**src/rtl/arc4_pkg.sv**
```systemverilog
// Shared types and constants for the ARC4 key-search datapath.
//   ptc_state_t : pt_check scan FSM states
//   PRINT_LO/HI : inclusive printable-ASCII window used as pt_check defaults
//   in_range()  : unsigned inclusive window test on one byte
package arc4_pkg;

  typedef enum logic [2:0] {
    IDLE = 3'd0,
    LEN  = 3'd1,
    WLEN = 3'd2,
    ADDR = 3'd3,
    CHK  = 3'd4,
    DONE = 3'd5
  } ptc_state_t;

  localparam logic [7:0] PRINT_LO = 8'h20;
  localparam logic [7:0] PRINT_HI = 8'h7E;

  // Unsigned compare: 8'hFF is above HI, never treated as negative.
  function automatic logic in_range(input logic [7:0] b,
                                    input logic [7:0] lo,
                                    input logic [7:0] hi);
    return (b >= lo) && (b <= hi);
  endfunction

endpackage

```
**src/rtl/pt_check.sv**
```systemverilog
// pt_check: scans a length-prefixed message in pt memory (byte 0 = L,
// bytes 1..L = data) and reports whether every data byte lies in [LO,HI],
// plus the index of the first byte that does not.
//
// Ports
//   clk        in   rising-edge clock
//   rst        in   synchronous active-high reset
//   en         in   start request, sampled only while rdy=1
//   rdy        out  idle, able to accept en
//   pt_addr    out  pt memory read address
//   pt_rddata  in   pt memory read data, valid one cycle after pt_addr
//   done       out  one-cycle pulse, verdict outputs valid
//   ok         out  all L bytes in range; held until the next accept
//   bad_idx    out  index of first failing byte (0 when ok); held
//   len        out  length byte from address 0; held
//   state_dbg  out  current FSM state, for observation only
//
// Handshake: en/rdy is a plain valid/ready pair. A start transfers on a
// rising edge where en=1 and rdy=1; en is a don't-care whenever rdy=0
// (including the DONE cycle). done is an unconditional one-cycle pulse;
// there is no back-pressure on the verdict.
module pt_check
  import arc4_pkg::*;
#(
  parameter logic [7:0] LO     = PRINT_LO,
  parameter logic [7:0] HI     = PRINT_HI,
  parameter int         ADDR_W = 8
) (
  input  logic              clk,
  input  logic              rst,
  input  logic              en,
  output logic              rdy,
  output logic [ADDR_W-1:0] pt_addr,
  input  logic [7:0]        pt_rddata,
  output logic              done,
  output logic              ok,
  output logic [ADDR_W-1:0] bad_idx,
  output logic [ADDR_W-1:0] len,
  output ptc_state_t        state_dbg
);

  ptc_state_t        state;
  logic [ADDR_W-1:0] i;
  // Last address actually driven; pt_addr holds it outside LEN/ADDR.
  logic [ADDR_W-1:0] addr_q;

  always_ff @(posedge clk) begin
    if (rst) begin
      state   <= IDLE;
      ok      <= 1'b0;
      bad_idx <= '0;
      len     <= '0;
      i       <= '0;
      addr_q  <= '0;
    end else begin
      case (state)
        IDLE: begin
          if (en) begin
            ok      <= 1'b0;
            bad_idx <= '0;
            len     <= '0;
            state   <= LEN;
          end
        end
        LEN: begin
          addr_q <= '0;
          state  <= WLEN;
        end
        WLEN: begin
          len <= ADDR_W'(pt_rddata);
          i   <= ADDR_W'(1);
          if (pt_rddata == 8'h00) begin
            ok    <= 1'b1;
            state <= DONE;
          end else begin
            state <= ADDR;
          end
        end
        ADDR: begin
          addr_q <= i;
          state  <= CHK;
        end
        CHK: begin
          if (!in_range(pt_rddata, LO, HI)) begin
            ok      <= 1'b0;
            bad_idx <= i;
            state   <= DONE;
          end else if (i == len) begin
            // Last byte checked; i is never incremented past len, so
            // L = 2**ADDR_W-1 terminates without wrapping.
            ok    <= 1'b1;
            state <= DONE;
          end else begin
            i     <= i + ADDR_W'(1);
            state <= ADDR;
          end
        end
        DONE:    state <= IDLE;
        default: state <= IDLE;
      endcase
    end
  end

  always_comb begin
    pt_addr = addr_q;
    if (state == LEN)  pt_addr = '0;
    if (state == ADDR) pt_addr = i;
    rdy  = (state == IDLE);
    done = (state == DONE);
  end

  assign state_dbg = state;

endmodule
```
**config.mk**
```make
export PLATFORM = sky130hd
export DESIGN_NAME = pt_check
export DESIGN_NICKNAME = d
export VERILOG_FILES = /design/src/rtl/arc4_pkg.sv /design/src/rtl/pt_check.sv
export SDC_FILE = /design/constraint.sdc
export NUM_CORES = 1
export LEC_CHECK = 0
export CAP_MARGIN = 20
export CORE_ASPECT_RATIO = 1.1
export CORE_MARGIN = 2
export CORE_UTILIZATION = 38
export DETAILED_ROUTE_END_ITERATION = 10
export PLACE_DENSITY = 0.66
export REMOVE_ABC_BUFFERS = 1
export SYNTH_ARGS = -nofsm -noshare
export SYNTH_HDL_FRONTEND = slang
export SYNTH_SLANG_ARGS = --single-unit
```
**constraint.sdc**
```tcl
create_clock -name clk -period 3.8 [get_ports clk]
set_input_delay 0.57 -clock clk [delete_from_list [all_inputs] [get_ports clk]]
set_output_delay 0.57 -clock clk [all_outputs]
set_load 0.02 [all_outputs]
```
Yosys cells after proc, flatten, opt, wreduce, memory -nomap -nowiden
Index checks and enable logic that the tools add are counted.
{"block": "word_totals", "wordCells": 53, "register_bits": 36, "output_inout_bits": 30}
{"block": "classes", "n_mux": 20, "n_eq_ne": 12, "add_sub_neg": 1, "n_reduce_logical": 12, "order_cmp": 2}
{"operator": "$pmux 8 s2", "n": 4}
{"operator": "$mux 8", "n": 6}
{"operator": "$pmux 3 s5", "n": 1}
{"operator": "$mux 3", "n": 4}
{"operator": "$ne 2x2->1 const B", "n": 5}
{"operator": "$add 8x1->8 const B", "n": 1}
{"operator": "$eq 8x8->1", "n": 1}
{"operator": "$ge 8x6->1 const B", "n": 1}
{"operator": "$le 8x7->1 const B", "n": 1}
{"operator": "$logic_not 8->1", "n": 1}
{"operator": "$reduce_bool 2->1", "n": 4}
{"operator": "$eq 3x2->1 const B", "n": 2}
{"operator": "$eq 3x3->1 const B", "n": 2}
{"operator": "$reduce_and 3->1", "n": 2}
{"operator": "$mux 1", "n": 4}
{"operator": "$reduce_and 4->1", "n": 1}
{"operator": "$eq 3x1->1 const B", "n": 1}
{"operator": "$logic_not 3->1", "n": 1}
{"operator": "$ne 3x3->1 const B", "n": 1}
{"operator": "$pmux 1 s3", "n": 1}
{"operator": "$reduce_bool 3->1", "n": 1}
{"operator": "$reduce_and 2->1", "n": 1}
{"operator": "$logic_and 1x1->1", "n": 1}

Logic depth before layout (Yosys ltp)
Gate-level depths: netlist of the first run.
{"block": "logic_depth", "depth_word": 4, "mapped_depth": 7}

Worst setup path before layout of the first run
Ideal clock, no wire load.
{"block": "synth_timing", "kind": "register to output", "startpoint": "register state[0] (netlist: state_dbg[0])", "endpoint": "output pt_addr[5]", "setup_slack_ps": 1728, "arrival_time_ps": 1502, "n_path_buf": 2, "stages_incl_launch_ff": 5, "path_cell_list": "dfxtp_1 > buf_2 > nand2b_1 > clkbuf_1 > o21ai_0"}
{"block": "synth_between", "elab_chain_len": 3, "word_cells_on_any_way": 4, "cone_classes": "eq/ne (2); mux (2)"}
{"element": "from (decl)", "line": "pt_check.sv:42", "rtl": "ptc_state_t state;"}
{"element": "from (signal assigned)", "line": "pt_check.sv:49", "rtl": "state <= IDLE;"}
{"element": "from (signal assigned)", "line": "pt_check.sv:62", "rtl": "state <= LEN;"}
{"element": "from (signal assigned)", "line": "pt_check.sv:67", "rtl": "state <= WLEN;"}
{"element": "$eq 3x1->1", "line": "pt_check.sv:106", "rtl": "if (state == LEN) pt_addr = '0;"}
{"element": "$mux 8", "line": "pt_check.sv:106"}
{"element": "$mux 8 *", "line": "pt_check.sv:107", "rtl": "if (state == ADDR) pt_addr = i;"}
{"element": "to (decl)", "line": "pt_check.sv:33", "rtl": "output logic [ADDR_W-1:0] pt_addr,"}
Every way passes the cells marked *; elsewhere a longest branch is shown, timed or not.

Worst setup path after layout of the first run
{"block": "layout_timing", "startpoint": "register state[2] (netlist: state_dbg[2])", "endpoint": "output pt_addr[7]"}
Same word-level chain as after synthesis.

==> reports/metrics.yaml, run 1 <==
outcome: "finished clean"
hold_violations: 0
drv_slew: 0
dpl.hpwl_um: 2800
fp.coreArea_um2: 4250
peakVddDrop_uv: 220
hold_slack_ns: 0.473
synthMuxAreaShare_pct: 1.80
hold_buffers: 0
dieArea_um2: 4950
cts-htree-levels: 2
grt_pass1_wl_um: 6450
wl_um: 3930
ant_nets: 0
drive_gt1_share_pct: 8.40
combinationalPowerShare_pct: 11.9
drt-initial-drc-count: 43
synth-xor-area-share_pct: 4.19
grt_setup_unrepaired: "false"
cts_tree: "done"
area_growth_pct: 32.2
ys_warn_count: 0
cap_violations: 0
clk_latency_ns: 0.29
worstMarginPinSlew_ns: 0.725
cp-start-kind: "flip-flop"
yosysTopAreaCell: "dfxtp_1"
critical-path-max-stage-delay_ns: 0.65
wl_per_cell_um: 13.5
n_antenna_cell: 0
synth_top_area_share_pct: 43.1
grt_max_degree: 17
synthCells: 198
min_path_type: "reg -> reg"
die_w_um: 67.3
crit_path_cell_trace: "nand2b_1, nand2_1, o21ai_0, clkdlybuf4s50_1"
cts_resized: 0
start_util_pct: 39.3
drcViolationCount: 0
fin_ws_ns: 1.07
post_cts_buffers: 0
synth_top_family_by_area: "simple AND/OR/NAND/NOR gates"
clockPowerShare_pct: 40.3
crit_start: "state_dbg[2]"
grt_pass1_vias: 1372
clock_path_buffers: 2
clk_pin_slew_ns: 0.07
ys_seq_area_share_pct: 43.1
viasPerCell: 5.21
synthAdderAreaFrac_pct: 0.748
power.share.sequential_pct: 47.8
ios: 41
dr_total_vias: 1522
setup_violations: 0
synth_area_per_cell_um2: 8.45
critPathKind: "reg -> out"
synth_area_um2: 1670
post-route-min-period_ns: 2.73
swShare_pct: 24.8
dp_slack_ns: 1.37
critPathArrivalTime_ns: 2.16
power.density_nw_per_um2: 373
synth_compound_area_share_pct: 18.5
synth_area_leaders: "dfxtp_1 (43%), nand2_1 (7.2%), a22oi_1 (6.7%), nor2_1 (5.2%), xor2_1 (4.2%)"
max_slew_margin_pct: 51.2
leakage_nw: 0.866
crit_required_ns: 3.23
drt_first_pass_iters: 4
synth_cell_types: 40
globalplace.congestion: 0.833
end_kind: "output port"
die_h_um: 73.6
worstHoldStart: "bad_idx[0]"
fin_crit_sh_pct: 71.9
clock-sinks: 36
r2r-start: "state_dbg[1]"
crit_fanout: 16
rows: 25
globalRouteOverflowTotal: 0
cts_made_buffers: 5
synth-seq-cells: 36
grt_usage_pct: 17.4
cts-root-buf: "clkbuf_8"
io_buffers: 40
slowest_stage: "clkdlybuf4s50_1"
intPower_w: 0.000620
finalClockSkew_ns: 0.0115
yosys.area_share.simple_pct: 27.6
max_clock_freq_ghz: 0.366
rrSetupSlack_ns: 2.00
switching_power_w: 0.000204
setup_tns_ns: 0
antenna_found_initial: 0
nets: 249
[routing by layer]
metal | vias to the layer above | GRT usage (%) | wire [um]
met3 | 8 | 5.51 | 235
met1 | 695 | 23.0 | 1870
met5 | - | 0 | 0
li1 | 772 | - | -
met4 | 0 | 6.80 | 69
met2 | 47 | 26.2 | 1760
[critical path, delay by kind of cell (launching register included)]
| kind | cells | cell delay [ns] |
|---|---|---|
| flops | 1 | 0.54 |
| buf+inv | 1 | 0.65 |
| compound gates | 1 | 0.11 |
| simple gates | 2 | 0.58 |
[synth_stat cells]
library cell  number
dfxtp_1           36
nand2_1           32
nor2_1            23
a22oi_1           15
o21ai_0           10
and2_1             8
xor2_1             8
nor3_1             6
clkbuf_1           5
a21oi_1            4
nand4_1            4
a21o_1             3
and3_1             3
buf_2              3
mux2i_1            3
nand3_1            3
a31o_2             2
buf_4              2
inv_1              2
nand4b_1           2
nor2_2             2
nor4_2             2
or3_1              2
or4_1              2
a211oi_1           1
a211oi_4           1
a221o_1            1
a31o_1             1
buf_6              1
ha_1               1
nand2b_1           1
nor2b_1            1
nor3b_1            1
o21a_1             1
o21ai_1            1
o21ba_1            1
o21ba_2            1
o32ai_1            1
or2_2              1
or3_2              1
[final cells by class]
cell class,count,area (um^2)
fill,430,2040
multi-input combinational,149,885
sequential,36,721
timing repair buffer,43,423
clock buffer,6,72.6
tap,54,67.6
clock inverter,2,35.0
inverter,2,7.51
[sequential cells by signal, summed over array words and instances (netlist names)]
register	cells
ok	1
bad_idx	8
addr_q	8
i	8
len	8
state_dbg	3
[placed cells by master, fill, tap and decap left out, types with 2 or more instances in the layout]
master	count
a31o_2	2
xor2_1	8
o21ai_0	10
clkbuf_8	5
buf_4	3
nand4b_1	2
inv_1	2
nor3_1	6
and2_1	8
nor4_2	2
nor2_1	23
nand2_1	32
dfxtp_1	36
a22oi_1	15
a21oi_1	4
a21o_1	3
mux2i_1	3
nor2_2	2
clkdlybuf4s50_1	40
nand4_1	4
or3_1	2
nand3_1	3
and3_1	3
or4_1	2
[power groups by stage]
stage | logic [W] | clock network, W | registers (W)
after detailed placement | 0.0000978 | 0 | 0.000403
after floorplan | 0.0000474 | 0 | 0.000407
after global placement | 0.0000975 | 0 | 0.000403
after global routing | 0.000106 | 0.000355 | 0.000396
after CTS | 0.0000981 | 0.000341 | 0.000394
final | 0.0000979 | 0.000332 | 0.000394
[per-stage QoR]
step           power (W)  instances  area [um^2]  utilization, %
4_1_cts         0.000833        292         2210            52.0
5_1_grt         0.000857        292         2210            52.0
2_1_floorplan   0.000454        187         1610               -
3_3_place_gp    0.000500        284         2100            49.4
6_report        0.000824        292         2210            52.0
3_5_place_dp    0.000501        284         2100            49.4
[path summary, 6_finish.rpt]
kind,to,cells after the start
max,pt_addr[7],4
min,bad_idx[0],2
max reg2reg,ok,5
min reg2reg,bad_idx[0],2
[cells by family after synthesis]
family | Yosys count
mux | 3
simple gates | 94
flops | 36
xor+xnor | 8
compound gates | 43
fa+ha+maj | 1
buf+inv | 13
Note: power is estimated with default switching activity, not from simulation.
==> run 2: changes to the inputs <==
--- a/config.mk
+++ b/config.mk
@@ -10,7 +10,7 @@
 export CORE_MARGIN = 2
 export CORE_UTILIZATION = 38
 export DETAILED_ROUTE_END_ITERATION = 10
-export PLACE_DENSITY = 0.66
+export PLACE_DENSITY = 0.69
 export REMOVE_ABC_BUFFERS = 1
 export SYNTH_ARGS = -nofsm -noshare
 export SYNTH_HDL_FRONTEND = slang
==> constraint.sdc (replaced) <==
create_clock -name clk -period 2.38 [get_ports clk]
set_input_delay 0.357 -clock clk [delete_from_list [all_inputs] [get_ports clk]]
set_output_delay 0.357 -clock clk [all_outputs]
set_load 0.02 [all_outputs]
==> reports/metrics.yaml, run 2 (synthesis results as in run 1) <==
grt_pass1_wl_um: 6570  # was 6450 um
grt_usage_pct: 18.0  # was 17.4%
hold_violations: 0  # unchanged
nets: 254  # was 249
cap_violations: 0  # unchanged
crit_path_cell_trace: "nand2b_1, o21ai_0, clkdlybuf4s50_1"  # was nand2b_1, nand2_1, o21ai_0, clkdlybuf4s50_1
crit_buf_inv: 1  # unchanged
drt-initial-drc-count: 61  # was 43
wl_per_cell_um: 13.7  # was 13.5 um
critPathArrivalTime_ns: 1.91  # was 2.16 ns
critPathKind: "reg -> out"  # unchanged
worst-r2r-cell-count: 5  # unchanged
grt_pass1_vias: 1397  # was 1372
setup_violations: 0  # unchanged
final_common_cell: "clkdlybuf4s50_1"  # unchanged
power.density_nw_per_um2: 589  # was 373 nW/um^2
wl_met3_um: 184  # was 235 um
min_path_type: "reg -> reg"  # unchanged
leakage_nw: 0.891  # was 0.866 nW
viasPerCell: 5.29  # was 5.21
max_clock_freq_ghz: 0.442
critPathTopFamily: "buffers and inverters"  # unchanged
rows: 25  # unchanged
drv_slew: 0  # unchanged
globalRouteOverflowTotal: 0  # unchanged
post-route-min-period_ns: 2.26
clock-sinks: 36  # unchanged
area_growth_pct: 34.5  # was 32.2%
worstMarginPinSlew_ns: 0.629  # was 0.725 ns
dpl_cell_area_um2: 2140  # was 2100 um^2
clock_path_buffers: 2  # unchanged
cts_tree: "done"  # unchanged
finalInstanceArea_um2: 2250  # was 2210 um^2
hold_slack_ns: 0.462  # was 0.473 ns
utilization_pct: 52.9  # was 52.0%
worstHoldStart: "bad_idx[0]"  # unchanged
fin_crit_sh_pct: 95.1
clk_latency_ns: 0.30  # was 0.29 ns
dr_total_vias: 1570  # was 1522
mostFrequentLayoutCells: "clkdlybuf4s50_1 (40), dfxtp_1 (35), nand2_1 (32)"  # was clkdlybuf4s50_1 (40), dfxtp_1 (36), nand2_1 (32)
dpl.hpwl_um: 2950  # was 2800 um
cts-htree-levels: 2  # unchanged
end_kind: "output port"  # unchanged
crit_fanout: 16  # unchanged
cp-start-kind: "flip-flop"  # unchanged
die_h_um: 73.6  # unchanged
wl_um: 4070  # was 3930 um
top_layer_used: "met4"  # unchanged
n_antenna_cell: 0  # unchanged
start_util_pct: 39.3  # unchanged
slowest_stage: "clkdlybuf4s50_1"  # unchanged
dp_cells: 289  # was 284
grt_max_degree: 17  # unchanged
met1_length_um: 1840  # was 1870 um
ios: 41  # unchanged
critical-path-max-stage-delay_ns: 0.64  # was 0.65 ns
finalClockSkew_ns: 0.00660  # was 0.0115 ns
instances_no_fill: 297  # was 292
finalPower_w: 0.00133  # was 0.000824 W
max_slew_margin_pct: 57.6  # was 51.2%
r2r-end: "i[7]"  # was ok
globalplace.congestion: 0.831  # was 0.833
cts_made_buffers: 5  # unchanged
peakVddDrop_uv: 411  # was 220 uV
fp.coreArea_um2: 4250  # unchanged
outcome: "finished clean"  # unchanged
antenna_found_initial: 0  # unchanged
cts-root-buf: "clkbuf_8"  # unchanged
die_w_um: 67.3  # unchanged
r2r-start: "i[1]"  # was state_dbg[1]
min_path_cells: 2  # unchanged
drcViolationCount: 0  # unchanged
drt_first_pass_iters: 4  # unchanged
io_buffers: 40  # unchanged
post_cts_buffers: 0  # unchanged
dieArea_um2: 4950  # unchanged
route.met2.wl_um: 1980  # was 1760 um
crit_required_ns: 2.02  # was 3.23 ns
nFillCells: 442  # was 430
grt_setup_unrepaired: "true"  # was false
hold_buffers: 0  # unchanged
ant_nets: 0  # unchanged
min_to: "bad_idx[0]"  # unchanged
rrSetupSlack_ns: 0.64  # was 2.00 ns
drive_gt1_share_pct: 10.7  # was 8.40%
clk_pin_slew_ns: 0.07  # about the same
==> run 2: cell types whose count changed in the layout (fill, tap and decap cells not counted) <==
cell,delta
dfxtp_1,-1
dfxtp_2,+1
o21ai_1,+1
o21ai_0,-1
buf_4,+5
==> run 2: repair_timing <==
item,4_1_cts,5_1_grt
endpoints found under the hold margin,0,0
gates resized for setup,0,2
endpoints found under the setup margin,0,8
==> run 2: worst max path at each step <==
stage	startpoint	endpoint	slack, ns	cells past startpoint
finish	state_dbg[2]	pt_addr[7]	0.12	3
floorplan	state_dbg[1]	i[2]	0.15	5
global placement	pt_rddata[6]	ok	0.29	6
detailed placement	pt_rddata[6]	ok	0.25	6
global route	state_dbg[2]	pt_addr[2]	-0.04	3
CTS	state_dbg[1]	pt_addr[5]	0.05	3
==> run 2: layout make-up <==
type	instances	area (um^2)	area share, %
Timing Repair Buffer	48	460	20.5
Multi-Input combinational cell	149	885	39.3
Clock buffer	6	72.6	3.23
Inverter	2	7.51	0.334
Sequential cell	36	722	32.1
Tap cell	54	67.6	3.00
Clock inverter	2	35.0	1.56
==> run 2: routing by layer <==
layer  up-vias  GRT usage, %
met5         -             0
met4         0          7.48
met3         6          5.05
met2        37          29.2
met1       740          22.3
li1        787             -
==> run 2: metrics by stage <==
step | setup WS [ns] | setup TNS [ns]
CTS | 0.0506 | 0
finish | 0.117 | 0
global route | -0.0369 | -0.0884
floorplan | 0.149 | 0
global placement | 0.292 | 0
detailed placement | 0.253 | 0
==> run 2: tightest hold or removal path, cell delays in order (launching register included) <==
cell	delay [ns]
dfxtp_1	0.32
nand2_1	0.05
a21oi_1	0.05
==> run 2: report_power, final <==
part	internal (W)	total (W)	switching (W)
combinational	0.0000714	0.000166	0.0000944
clock	0.000311	0.000533	0.000222
sequential	0.000612	0.000626	0.0000140
==> run 3: changes to the inputs <==
--- a/config.mk
+++ b/config.mk
@@ -7,9 +7,9 @@
 export LEC_CHECK = 0
 export CAP_MARGIN = 20
 export CORE_ASPECT_RATIO = 1.1
-export CORE_MARGIN = 2
 export CORE_UTILIZATION = 38
 export DETAILED_ROUTE_END_ITERATION = 10
+export GPL_TIMING_DRIVEN = 1
 export PLACE_DENSITY = 0.69
 export REMOVE_ABC_BUFFERS = 1
 export SYNTH_ARGS = -nofsm -noshare
==> reports/metrics.yaml, run 3 (synthesis results as in run 1) <==
antenna_found_initial: 0  # unchanged
globalRouteOverflowTotal: 0  # unchanged
drive_gt1_share_pct: 10.7  # about the same
grt_pass1_wl_um: 6490  # was 6570 um
setup_violations: 0  # unchanged
hold_slack_ns: 0.491  # was 0.462 ns
grt_pass1_vias: 1400  # was 1397
ios: 41  # unchanged
ant_nets: 0  # unchanged
min_path_type: "reg -> reg"  # unchanged
peakVddDrop_uv: 348  # was 411 uV
crit_required_ns: 2.02  # about the same
io_buffers: 40  # unchanged
outcome: "finished clean"  # unchanged
viasPerCell: 5.20  # was 5.29
crit_buf_inv: 1  # unchanged
drt_first_pass_iters: 4  # unchanged
cts_tree: "done"  # unchanged
critPathArrivalTime_ns: 1.80  # was 1.91 ns
rows: 24  # was 25
finalInstanceArea_um2: 2240  # was 2250 um^2
mostFrequentLayoutCells: "clkdlybuf4s50_1 (40), dfxtp_1 (35), nand2_1 (32)"  # unchanged
grt_setup_unrepaired: "false"  # was true
drcViolationCount: 0  # unchanged
finalClockSkew_ns: 0.00566  # was 0.00660 ns
drv_slew: 0  # unchanged
dr_total_vias: 1530  # was 1570
drt-initial-drc-count: 43  # was 61
clk_latency_ns: 0.29  # was 0.30 ns
power.density_nw_per_um2: 587  # was 589 nW/um^2
max_slew_margin_pct: 55.9  # was 57.6%
instances_no_fill: 294  # was 297
hold_buffers: 0  # unchanged
slowest_stage: "clkdlybuf4s50_1"  # unchanged
critical-path-max-stage-delay_ns: 0.64  # about the same
cts-root-buf: "clkbuf_8"  # unchanged
final_common_cell: "clkdlybuf4s50_1"  # unchanged
clock-sinks: 36  # unchanged
cts-htree-levels: 2  # unchanged
grt_max_degree: 17  # unchanged
critPathKind: "reg -> out"  # unchanged
cp.depth: 3  # unchanged
dp_cells: 286  # was 289
die_h_um: 71.6  # was 73.6 um
cap_violations: 0  # unchanged
cts_resized: 0  # unchanged
die_w_um: 65.3  # was 67.3 um
cts_made_buffers: 5  # unchanged
crit_path_cell_trace: "nand2b_2, o21ai_0, clkdlybuf4s50_1"  # was nand2b_1, o21ai_0, clkdlybuf4s50_1
start_util_pct: 41.0  # was 39.3%
globalplace.congestion: 0.842  # was 0.831
grt_usage_pct: 18.1  # was 18.0%
crit_fanout: 16  # unchanged
end_kind: "output port"  # unchanged
fp.coreArea_um2: 4080  # was 4250 um^2
worstMarginPinSlew_ns: 0.654  # was 0.629 ns
hold_violations: 0  # unchanged
finalPower_w: 0.00132  # was 0.00133 W
worst-r2r-cell-count: 5  # unchanged
dpl_cell_area_um2: 2130  # was 2140 um^2
leakage_nw: 0.886  # was 0.891 nW
dieArea_um2: 4670  # was 4950 um^2
post_cts_buffers: 0  # unchanged
setup_tns_ns: 0  # unchanged
area_growth_pct: 34.0  # was 34.5%
clk_pin_slew_ns: 0.07  # about the same
min_path_cells: 2  # unchanged
max_clock_freq_ghz: 0.465  # was 0.442 GHz
fin_crit_sh_pct: 90.4  # was 95.1%
nFillCells: 412  # was 442
clock_path_buffers: 2  # unchanged
wl_um: 4000  # was 4070 um
wl_per_cell_um: 13.6  # was 13.7 um
critPathTopFamily: "buffers and inverters"  # unchanged
dpl.hpwl_um: 2900  # was 2950 um
n_antenna_cell: 0  # unchanged
post-route-min-period_ns: 2.15  # was 2.26 ns
nets: 253  # was 254
cp-start-kind: "flip-flop"  # unchanged
-- run 3: changes by cell type in the layout (fill, tap and decap cells not counted) --
cell	delta
o21ai_1	-1
o21ai_0	+1
buf_4	-1
nand2b_2	+1
nand2b_1	-1
-- run 3: final timing paths --
| path | slack (ns) | to | start |
|---|---|---|---|
| setup / recovery | 0.23 | pt_addr[5] | state_dbg[2] |
| hold / removal | 0.49 | bad_idx[0] | bad_idx[0] |
| setup reg to reg | 0.68 | i[7] | i[1] |
| hold reg to reg | 0.49 | bad_idx[0] | bad_idx[0] |
-- run 3: layout make-up --
cell class	count	area [um^2]	area share, %
Clock buffer	6	72.6	3.24
Clock inverter	2	35.0	1.56
Inverter	2	7.51	0.335
Multi-Input combinational cell	149	887	39.6
Sequential cell	36	722	32.2
Tap cell	52	65.1	2.90
Timing Repair Buffer	47	453	20.2
-- run 3: tightest hold or removal path: cells and delay by family, from the launching register on --
| kind | cells | cell delay [ns] |
|---|---|---|
| flops | 1 | 0.33 |
| simple gates | 1 | 0.07 |
| compound gates | 1 | 0.05 |
-- run 3: stage by stage --
step	util [%]	setup slack [ns]
2_1_floorplan	-	0.149
3_3_place_gp	52.2	0.290
3_5_place_dp	52.2	0.233
4_1_cts	54.8	0.0906
5_1_grt	54.9	0.0802
6_report	54.9	0.228
-- run 3: where the power goes --
part / internal (W) / leakage (nW) / switching [W] / total (W)
sequential: 0.000612 / 0.291 / 0.0000138 / 0.000626
combinational: 0.0000718 / 0.540 / 0.0000938 / 0.000166
clock: 0.000311 / 0.0552 / 0.000213 / 0.000524
total: 0.000995 / 0.886 / 0.000321 / 0.00132
-- run 3: per-layer routing --
| layer | GRT usage [%] | vias to the layer above | part of all wire, % |
|---|---|---|---|
| met5 | 0 | - | 0 |
| met4 | 7.49 | 0 | 0.85 |
| met3 | 2.87 | 4 | 5.1 |
| met2 | 30.1 | 48 | 48 |
| met1 | 23.3 | 690 | 46 |
| li1 | - | 788 | - |
